--- src/rtl/core_sequencer.sv ---
// Boot and run controller for the riscv core: streams a length-prefixed program into
// instruction memory, holds the core in reset while loading, then follows halt/resume.
module core_sequencer #(
   parameter logic [31:0] BootVector = 32'h0000_0000,
   parameter int unsigned MaxWords   = 1024
) (
   input  logic        clk,
   input  logic        reset,
   input  logic        cmd_valid,
   output logic        cmd_ready,
   input  logic [7:0]  cmd_data,
   output logic [31:0] mem_addr,
   output logic [31:0] mem_wdata,
   output logic [3:0]  mem_wstrb,
   output logic        core_reset,
   input  logic        halted,
   output logic        unhalt,
   input  logic        run_req,
   input  logic        reload_req,
   output logic [2:0]  state,
   output logic        error
);

   typedef enum logic [2:0] {
      LOAD_LEN  = 3'd0,
      LOAD_DATA = 3'd1,
      RUN       = 3'd2,
      HALTED    = 3'd3,
      RESUME    = 3'd4,
      ERROR     = 3'd5
   } state_t;

   localparam logic [31:0] MAX_LEN    = 32'(MaxWords);
   localparam logic [2:0]  REPULSE_AT = 3'd7;

   state_t      state_q, state_d;
   logic [1:0]  byte_cnt_q, byte_cnt_d;
   logic [31:0] len_q, len_d;
   logic [15:0] idx_q, idx_d;
   logic [31:0] word_p0, word_d;
   logic        wr_vld_p1, wr_vld_d;
   logic [2:0]  res_cnt_q, res_cnt_d;
   logic        repulse_q, repulse_d;
   logic [31:0] addr_d, wdata_d;
   logic        ready_d, core_reset_d, unhalt_d, error_d;
   logic        accept;

   // Byte address of program word i; wraps mod 2^32 by construction.
   function automatic logic [31:0] word_addr(input logic [15:0] i);
      return BootVector + {14'd0, i, 2'b00};
   endfunction

   assign accept = cmd_valid & cmd_ready;
   assign state  = state_q;

   always_comb begin
      state_d    = state_q;
      byte_cnt_d = byte_cnt_q;
      len_d      = len_q;
      idx_d      = idx_q;
      word_d     = word_p0;
      wr_vld_d   = 1'b0;
      res_cnt_d  = res_cnt_q;
      repulse_d  = repulse_q;
      addr_d     = mem_addr;
      wdata_d    = mem_wdata;
      unhalt_d   = 1'b0;
      error_d    = error;

      case (state_q)
         LOAD_LEN: begin
            if (accept) begin
               len_d      = {cmd_data, len_q[31:8]};
               byte_cnt_d = byte_cnt_q + 2'd1;
               if (byte_cnt_q == 2'd3) begin
                  if (len_d == 32'd0 || len_d > MAX_LEN) begin
                     state_d = ERROR;
                     error_d = 1'b1;
                  end else begin
                     state_d = LOAD_DATA;
                     idx_d   = '0;
                  end
               end
            end
         end
         LOAD_DATA: begin
            if (wr_vld_p1) begin
               idx_d = idx_q + 16'd1;
               if (({16'd0, idx_q} + 32'd1) == len_q) begin
                  state_d = RUN;
               end
            end else if (accept) begin
               word_d     = {cmd_data, word_p0[31:8]};
               byte_cnt_d = byte_cnt_q + 2'd1;
               if (byte_cnt_q == 2'd3) begin
                  wr_vld_d = 1'b1;
                  addr_d   = word_addr(idx_q);
                  wdata_d  = word_d;
               end
            end
         end
         RUN: begin
            if (halted) begin
               state_d = HALTED;
            end
         end
         HALTED: begin
            if (reload_req) begin
               state_d    = LOAD_LEN;
               byte_cnt_d = '0;
               len_d      = '0;
               idx_d      = '0;
               word_d     = '0;
            end else if (run_req) begin
               state_d   = RESUME;
               unhalt_d  = 1'b1;
               res_cnt_d = '0;
               repulse_d = 1'b0;
            end
         end
         RESUME: begin
            if (!halted) begin
               state_d = RUN;
            end else if (!repulse_q) begin
               // Core missed the first pulse: nudge it exactly once more.
               if (res_cnt_q == REPULSE_AT) begin
                  unhalt_d  = 1'b1;
                  repulse_d = 1'b1;
               end else begin
                  res_cnt_d = res_cnt_q + 3'd1;
               end
            end
         end
         ERROR: begin
            error_d = 1'b1;
         end
         default: begin
            state_d = ERROR;
            error_d = 1'b1;
         end
      endcase

      core_reset_d = (state_d == LOAD_LEN) || (state_d == LOAD_DATA) || (state_d == ERROR);
      ready_d      = (state_d == LOAD_LEN) || ((state_d == LOAD_DATA) && !wr_vld_d);
   end

   // Stage boundary: every output and all control state are registered here.
   always_ff @(posedge clk or posedge reset) begin
      if (reset) begin
         state_q    <= LOAD_LEN;
         byte_cnt_q <= '0;
         len_q      <= '0;
         idx_q      <= '0;
         word_p0    <= '0;
         wr_vld_p1  <= 1'b0;
         res_cnt_q  <= '0;
         repulse_q  <= 1'b0;
         cmd_ready  <= 1'b1;
         core_reset <= 1'b1;
         mem_wstrb  <= 4'h0;
         mem_addr   <= BootVector;
         mem_wdata  <= '0;
         unhalt     <= 1'b0;
         error      <= 1'b0;
      end else begin
         state_q    <= state_d;
         byte_cnt_q <= byte_cnt_d;
         len_q      <= len_d;
         idx_q      <= idx_d;
         word_p0    <= word_d;
         wr_vld_p1  <= wr_vld_d;
         res_cnt_q  <= res_cnt_d;
         repulse_q  <= repulse_d;
         cmd_ready  <= ready_d;
         core_reset <= core_reset_d;
         mem_wstrb  <= {4{wr_vld_d}};
         mem_addr   <= addr_d;
         mem_wdata  <= wdata_d;
         unhalt     <= unhalt_d;
         error      <= error_d;
      end
   end

endmodule
--- config.mk ---
export PLATFORM = sky130hd
export DESIGN_NAME = core_sequencer
export DESIGN_NICKNAME = d
export VERILOG_FILES = /design/src/rtl/core_sequencer.sv
export SDC_FILE = /design/constraint.sdc
export NUM_CORES = 1
export LEC_CHECK = 0
export ABC_AREA = 0
export CORE_UTILIZATION = 56
export CTS_BUF_LIST = sky130_fd_sc_hd__clkbuf_4
export DETAILED_ROUTE_END_ITERATION = 10
export GPL_TIMING_DRIVEN = 0
export PLACE_DENSITY = 0.93
export RECOVER_POWER = 100
export SETUP_SLACK_MARGIN = 0.4
export SKIP_CTS_REPAIR_TIMING = 1
export SYNTH_ARGS = -nofsm -noshare
export SYNTH_HDL_FRONTEND = slang
export SYNTH_SLANG_ARGS = --single-unit
--- constraint.sdc ---
create_clock -name clk -period 7.3 [get_ports clk]
set_clock_uncertainty 0.05 [all_clocks]
set_input_delay 2.19 -clock clk [delete_from_list [all_inputs] [get_ports clk]]
set_output_delay 2.19 -clock clk [all_outputs]
set_load 0.01 [all_outputs]
==> flow_summary.yaml, run 1 <==
routing:
  wl_mm: 14.2
  vias_per_cell: 6.04
  drtAntennaViolNets: 0
  vias: 4723
  drc: 0
  dr.pass1.iters: 5
  routedWlPerCell_um: 18.2
  drt_iter0_drc: 382
clocking:
  cts_root_buf: "clkbuf_4"
  worstSkewPairLatency_ps: 540
  ctsHtreeMaxLevel: 4
  cts_buffer_depth: 2
  cts_sinks: 134
  tritoncts: "yes"
  cts.clk_slew.worst_paths_ps: 110
  cts_made_buffers: 17
floorplan:
  core_area_um2: 10500
  pin_count: 89
  die_w_um: 107
  dieArea_um2: 11400
  start_util_pct: 58.8
  num_rows: 37
  die_y_um: 107
setup_path:
  cp.required_ps: 7660
  slowest_stage: "dlygate4sd3_1"
  slowest_delay_ps: 630
  cp.arrival_ps: 4640
  crit_path_end_kind: "register"
  crit_chain: "dlygate4sd3_1 > nor4_1 > nand3_1 > nor2_1 > a31oi_1 > clkbuf_1 > o21ai_0 > o41ai_1"
  start_kind: "input port"
  crit_fanout: 10
  critical_path_buf_inv_count: 2
  worstSetupPathType: "in2reg"
  critPathTopFamily: "buffers and inverters"
cells_and_area:
  layout.nets: 650
  nFillCells: 729
  seq_area_um2: 3360
  multiInputGateArea_um2: 2510
  final_util_pct: 70.5
  final_cells: 782
  area_delta_synth_final_pct: 20.0
  drive_gt1_share_pct: 10.7
yosys:
  netlist_top_cells_area: "dfrtp_1 54%, mux2_1 9.0%, a22o_1 8.1%, buf_4 2.9%, nor2_1 2.0%"
  synth_area_um2: 6150
  avgSynthCellArea_um2: 11.7
  synth-seq-cells: 134
  async_flop_share_pct: 100
  synth_area_leader_cell: "dfrtp_1"
  synthFlopType: "dfrtp_1"
  synth_top_area_share_pct: 53.7
  yosysWarnings: 0
  synth_edf_count: 0
  synth_cell_types: 55
  synth.most_common_cell: "dfrtp_1"
  synth_seq_area_share_pct: 54.6
  synth_commonest_cells: "132 x dfrtp_1, 57 x a22o_1, 49 x mux2_1, 32 x nor2_1, 24 x buf_4"
  syn_inst: 525
grt:
  grt_max_degree: 88
  antenna_found_initial: 1
  grt_usage_pct: 26.6
  grt-ovfl-total: 0
  grt_pass1_vias: 4582
  grt_first_pass_wirelength_mm: 23.3
timing:
  holdWs_ps: 436
  worst_slack_ps: 3010
  worst_pin_slew_ps: 2120
  slew_headroom_pct: -41.8
  finalHoldViolations: 0
  post-route-min-period_ps: 4290
  max_freq_ghz: 0.233
  final_max_slew_viol_count: 48
  setup_violations: 0
  final.setup.tns_ps: 0
  rsz0062_at_grt: "no"
  timing.final.crit_share_pct: 58.7
power_and_ir_drop:
  combPwrFrac_pct: 24.8
  switching_power_uw: 660
  p_leak_uw: 0.00356
  p_clk_share_pct: 24.1
  p_int_uw: 1300
  p_per_area_nw_per_um2: 266
  ir_worst_vdd_v: 0.000140
  p_sw_share_pct: 33.6
  power_frac_seq_pct: 51.1
outcome:
  violations: "max-capacitance violations, max-slew violations"
  status: "finished, violations left"
run:
  maxCapViolCount: 1
placed_design:
  place_congestion: 0.897
  dpl.hpwl_mm: 9.98
  io_buffers: 72
  pre_cts_ws_ps: 2770
  dp_cells: 749
min_path:
  min-delay-path-class: "reg2reg"
-- routing by layer --
| metal | vias up | wire, um | track usage (%) | share of wire [%] |
|---|---|---|---|---|
| li1 | 2124 | - | - | - |
| met1 | 2359 | 6110 | 36.4 | 43 |
| met2 | 210 | 6930 | 41.3 | 49 |
| met3 | 30 | 940 | 4.74 | 6.6 |
| met4 | 0 | 272 | 13.0 | 1.9 |
| met5 | - | 0 | 0 | 0 |
-- cell families after synthesis --
group                    Yosys count  share of synthesized area (%)
multiplexers                      52                           9.48
XOR/XNOR                          21                           2.99
other                              1                         0.0610
buffers and inverters             61                           5.37
AND/OR/NAND/NOR                  131                           12.1
adder cells (fa/ha/maj)            4                          0.814
AO/OA/AOI/OAI                    121                           14.6
flip-flops                       134                           54.6
-- registers in the layout (all words and copies together), names as in the netlist --
signal and flops:
state 3, len_q 32, cmd_ready 1, byte_cnt_q 2
idx_q 16, wr_vld_p1 1, core_reset 1, mem_addr 16
word_p0 24, error 1, repulse_q 1, mem_wdata 32
res_cnt_q 3, unhalt 1
-- worst register-to-register path, cell delays in order (launching register included) --
cell and delay (ps):
dfrtp_1 380, clkbuf_1 200, nor4_1 310, nand3_1 120, xnor2_1 180, nor2_1 130, a31oi_1 710, clkbuf_1 410
o21ai_0 180, o41ai_1 110
-- area by class of cell --
type | instances | share of cell area (%)
Inverter | 7 | 0.373
Tap cell | 136 | 2.31
Sequential cell | 134 | 45.5
Multi-Input combinational cell | 345 | 34.0
Clock buffer | 18 | 1.83
Timing Repair Buffer | 73 | 10.1
Antenna cell | 1 | 0.0339
Buffer | 54 | 4.02
Clock inverter | 14 | 1.80
-- power groups by stage --
stage / clock [uW] / sequential [uW] / combinational (uW)
CTS: 481 / 1000 / 492
finish: 474 / 1000 / 487
floorplan: 0 / 984 / 344
detailed placement: 0 / 1010 / 487
global route: 510 / 1020 / 530
global placement: 0 / 1000 / 456
-- stage by stage --
step	power [uW]	area (um^2)
2_1_floorplan	1330	6200
3_3_place_gp	1460	7100
3_5_place_dp	1500	7130
4_1_cts	1970	7400
5_1_grt	2060	7380
6_report	1960	7380
-- final timing paths --
check / start / endpoint / slack [ps] / cells past startpoint
worst max-delay path: cmd_data[6] / idx_q[11]$_DFFE_PP0P_ / 3010 / 8
worst min-delay path: mem_addr[10]$_DFFE_PP0P_ / mem_addr[10]$_DFFE_PP0P_ / 440 / 1
worst max register to register: len_q[8]$_DFFE_PP0P_ / idx_q[11]$_DFFE_PP0P_ / 4440 / 9
worst min register to register: mem_addr[10]$_DFFE_PP0P_ / mem_addr[10]$_DFFE_PP0P_ / 440 / 1
max in group asynchronous: reset / core_reset$_DFF_PP1_ / 3450 / 3
min in group asynchronous: reset / word_p0[31]$_DFFE_PP0P_ / 2600 / 2
-- layout by cell type (no fill, tap or decap), types with 18 or more instances in the layout --
cell type      netlist  layout
dfrtp_1            132     132
dlygate4sd3_1        0      63
a22o_1              57      57
mux2_1              49      49
nor2_1              32      32
clkbuf_1            21      27
o21ai_0             12      26
buf_4               24      24
nand2_1             20      20
clkbuf_4             0      18
Power figures use the tool's default switching activity.
==> run 2: changes to the inputs <==
- clock period: 7.3 -> 4.4 ns (I/O delays scaled with it)
==> run 2 against run 1 <==
The run now ends clean; global-route usage is 0.40 points higher; worst setup slack worse by 2100 ps; clock-buffer cell count is 1 lower; final cell count rose by 0.26%; hold slack better by 2.7 ps; first-iteration DRC count is 25% higher; via count is 2.4% higher; sequential share of layout area shrank 0.23 points.
==> flow_summary.yaml, run 2 (synthesized netlist as in run 1, its figures left out) <==
setup_path:
  start_kind: "input port"
  worstRegToRegCells: 8
  cp.required_ps: 4760
  ff2ff_setup_slack_ps: 1270
  worstSetupPathType: "in2reg"
  r2r_end: "idx_q[11]$_DFFE_PP0P_"
  cp.arrival_ps: 3840
  r2r_start: "len_q[12]$_DFFE_PP0P_"
  crit_fanout: 10
  crit_path_end_kind: "register"
cells_and_area:
  drive_gt1_share_pct: 11.4
  area_delta_synth_final_pct: 20.7
  largestRegisters: "len_q x32, mem_wdata x32, word_p0 x24"
  layout.nets: 652
  mostFrequentLayoutCell: "dfrtp_1"
  final_cell_mix: "132 x dfrtp_1, 63 x dlygate4sd3_1, 57 x a22o_1"
clocking:
  tritoncts: "yes"
  cts.clk_slew.worst_paths_ps: 110
  cts_root_buf: "clkbuf_4"
  cts_made_buffers: 17
  ctsHtreeMaxLevel: 4
  worstSkewPairLatency_ps: 550
  cts_sinks: 134
  cts_buffer_depth: 2
run:
  maxCapViolCount: 0
floorplan:
  die_w_um: 107
  num_rows: 37
  start_util_pct: 58.8
  die_y_um: 107
  pin_count: 89
  dieArea_um2: 11400
  core_area_um2: 10500
timing:
  timing.final.crit_share_pct: 79.2
  rsz0062_at_grt: "no"
  setup_violations: 0
  final_max_slew_viol_count: 0
  finalHoldViolations: 0
  worst_pin_slew_ps: 816
  final.setup.tns_ps: 0
  max_freq_ghz: 0.287
  post-route-min-period_ps: 3490
  holdWs_ps: 439
  slew_headroom_pct: 45.4
placed_design:
  dpl.hpwl_mm: 10.4
  place_congestion: 0.903
  io_buffers: 72
routing:
  wl_mm: 14.5
  drtAntennaViolNets: 0
  dr.pass1.iters: 7
  drc: 0
  drt_iter0_drc: 478
  vias: 4836
  vias_per_cell: 6.17
  routedWlPerCell_um: 18.5
min_path:
  holdPathStages: 1
  hold_end: "mem_addr[14]$_DFFE_PP0P_"
  min-delay-path-class: "reg2reg"
  hp-start: "mem_addr[14]$_DFFE_PP0P_"
grt:
  busiest_layer: "met2"
  grt-ovfl-total: 0
  grt_max_degree: 47
  grtUsageMet1_pct: 37.0
  grt_first_pass_wirelength_mm: 23.7
  globalRouteMet2Util_pct: 42.3
  grt_usage_pct: 27.0
  grt_pass1_vias: 4634
  grtUsageMet3_pct: 6.08
  antenna_found_initial: 1
power_and_ir_drop:
  power_uw: 3320
  p_per_area_nw_per_um2: 447
  p_leak_uw: 0.00359
  ir_worst_vdd_v: 0.000208
outcome:
  status: "completed"
-- run 2: power breakdown --
group | total (uW) | switching (uW) | internal (uW)
combinational | 804 | 429 | 374
sequential | 1670 | 216 | 1450
clock | 844 | 493 | 351
-- run 2: critical path: stages --
cell	delay (ps)
dlygate4sd3_1	640
nor4_1	420
nand3_1	150
nor2_1	260
a31oi_1	340
clkbuf_1	330
o21ai_0	260
o41ai_1	120
-- run 2: area by class of cell --
type	count	area, um^2
sequential	134	3360
fill	701	3040
multi-input combinational	345	2490
timing repair buffer	75	781
buffer	54	297
tap	136	170
clock inverter	15	165
clock buffer	17	128
inverter	7	27.5
antenna	1	2.50
-- run 2: how the worst max path moves through the flow --
stage          cells after the start         from                   endpoint
2_1_floorplan                      1        reset  byte_cnt_q[0]$_DFFE_PP0P_
3_3_place_gp                       2        reset      idx_q[10]$_DFFE_PP0P_
3_5_place_dp                       8  cmd_data[6]      idx_q[11]$_DFFE_PP0P_
4_1_cts                            7  cmd_data[6]       idx_q[4]$_DFFE_PP0P_
5_1_grt                            8  cmd_data[6]       idx_q[9]$_DFFE_PP0P_
6_report                           8  cmd_data[6]      idx_q[11]$_DFFE_PP0P_
-- run 2: routing by layer --
layer  vias to the layer above  share of wire, %
li1                       2123                 -
met1                      2415                42
met2                       258                48
met3                        40               7.3
met4                         0               2.9
met5                         -                 0
-- run 2: through the flow --
step                      setup slack [ps]  instances  instance area (um^2)  utilization (%)
after global placement                 337        748                  7100             67.9
after detailed placement               739        751                  7160             68.4
after CTS                             1300        783                  7450             71.2
final                                  914        784                  7420             70.9
after floorplan                       1370        540                  6210                -
after global routing                   820        784                  7420             70.9
==> run 3: changes to the inputs <==
- clock period: 4.4 -> 3.5 ns (I/O delays scaled with it)
==> run 3 against run 2 <==
Clock-buffer cell count is the same; register-to-register slack got worse by 880 ps; sequential cell count stayed put; worst setup slack got worse by 570 ps; via count is 0.95% higher; critical path depth stayed put; core utilization fell by 0.29 points; global-route usage hardly changed; final cell count stayed put; non-clock buffer count unchanged; hold slack is essentially flat; largest cell class unchanged; largest power group unchanged; highest routed layer unchanged.
==> flow_summary.yaml, run 3 (synthesized netlist as in run 1, its figures left out) <==
floorplan:
  dieArea_um2: 11400
  die_y_um: 107
  die_w_um: 107
  num_rows: 37
  pin_count: 89
  core_area_um2: 10500
  start_util_pct: 58.8
timing:
  slew_headroom_pct: 25.7
  timing.final.crit_share_pct: 90.2
  final_max_slew_viol_count: 0
  finalHoldViolations: 0
  worst_pin_slew_ps: 1120
  rsz0062_at_grt: "no"
  post-route-min-period_ps: 3160
  max_freq_ghz: 0.317
  setup_violations: 0
cells_and_area:
  area_delta_synth_final_pct: 20.2
  mostFrequentLayoutCell: "dfrtp_1"
  final_cell_mix: "132 x dfrtp_1, 62 x dlygate4sd3_1, 57 x a22o_1"
  final_cells: 784
  layout.nets: 652
  drive_gt1_share_pct: 11.4
  largestRegisters: "len_q x32, mem_wdata x32, word_p0 x24"
clocking:
  cts_sinks: 134
  worstSkewPairLatency_ps: 550
  tritoncts: "yes"
  cts_buffer_depth: 2
  cts_made_buffers: 17
  cts_root_buf: "clkbuf_4"
  cts.clk_slew.worst_paths_ps: 110
  ctsHtreeMaxLevel: 4
routing:
  wl_mm: 14.6
  vias_per_cell: 6.23
  drt_iter0_drc: 486
  dr.pass1.iters: 5
  vias: 4882
  drtAntennaViolNets: 0
  drc: 0
  routedWlPerCell_um: 18.7
setup_path:
  cp.arrival_ps: 3510
  start_kind: "input port"
  critical_path_buf_inv_count: 2
  crit_chain: "dlygate4sd3_1 > nor4_1 > nand3_1 > nor2_1 > a31oi_1 > clkbuf_1 > o21ai_1 > o41ai_1"
  crit_path_end_kind: "register"
  crit_fanout: 10
  critPathTopFamily: "buffers and inverters"
  slowest_delay_ps: 650
  slowest_stage: "dlygate4sd3_1"
  ff2ff_setup_slack_ps: 390
  cp.required_ps: 3850
  worstSetupPathType: "in2reg"
placed_design:
  dpl.hpwl_mm: 10.4
  dp_cells: 751
  io_buffers: 72
  place_congestion: 0.903
power_and_ir_drop:
  ir_worst_vdd_v: 0.000262
  power_uw: 4170
  p_leak_uw: 0.00358
  p_per_area_nw_per_um2: 564
grt:
  antenna_found_initial: 1
  grt-ovfl-total: 0
  grt_pass1_vias: 4633
  grt_max_degree: 47
  grt_first_pass_wirelength_mm: 23.7
  grt_usage_pct: 27.0
outcome:
  status: "completed"
run:
  maxCapViolCount: 0
min_path:
  min-delay-path-class: "reg2reg"
-- run 3: cell count changes in the layout (fill, tap and decap cells not counted), sizes merged --
cell,change
dlygate4sd3,-1
clkdlybuf4s50,+1
clkbuf,+2
buf,-2
-- run 3: area by class of cell --
cell class              count  area (um^2)
flip-flops and latches    134         3360
plain buffers              54          297
well taps                 136          170
diodes                      1         2.50
fillers                   705         3070
multi-input cells         345         2490
repair buffers             75          751
clock inverters            15          165
clock buffers              17          128
inverters                   7         27.5
-- run 3: worst paths after layout --
check | cells after the start | endpoint | start
setup reg to reg | 8 | idx_q[11]$_DFFE_PP0P_ | len_q[12]$_DFFE_PP0P_
min in group asynchronous | 2 | word_p0[15]$_DFFE_PP0P_ | reset
hold reg to reg | 1 | mem_addr[14]$_DFFE_PP0P_ | mem_addr[14]$_DFFE_PP0P_
hold / removal | 1 | mem_addr[14]$_DFFE_PP0P_ | mem_addr[14]$_DFFE_PP0P_
max in group asynchronous | 4 | core_reset$_DFF_PP1_ | reset
setup / recovery | 8 | idx_q[11]$_DFFE_PP0P_ | cmd_data[6]
-- run 3: through the flow --
stage	hold slack, ps	TNS (ps)	cell area (um^2)	setup slack, ps	util [%]
global route	461	0	7390	244	70.6
global placement	418	-37710	7100	-293	67.9
CTS	450	0	7450	671	71.2
finish	439	0	7390	342	70.6
floorplan	415	0	6210	736	-
detailed placement	424	0	7160	109	68.4
-- run 3: power by group --
group / leakage, uW / total, uW / internal [uW] / switching, uW
clock: 0.000159 / 1060 / 441 / 621
sequential: 0.00178 / 2100 / 1830 / 272
combinational: 0.00164 / 1010 / 468 / 540
-- run 3: metal layers --
layer | GRT usage (%) | vias up | part of all wire [%]
li1 | - | 2123 | -
met1 | 36.9 | 2435 | 42
met2 | 42.2 | 274 | 48
met3 | 6.08 | 50 | 7.4
met4 | 10.7 | 0 | 3.1
met5 | 0 | - | 0
-- run 3: worst register-to-register path, stage by stage, from the launching register on --
cell and delay [ps]:
dfrtp_1 480, nor4_1 520, nand3_1 250, xnor2_1 230
nor2_1 120, a31oi_1 660, clkbuf_1 450, o21ai_1 130
o41ai_1 90
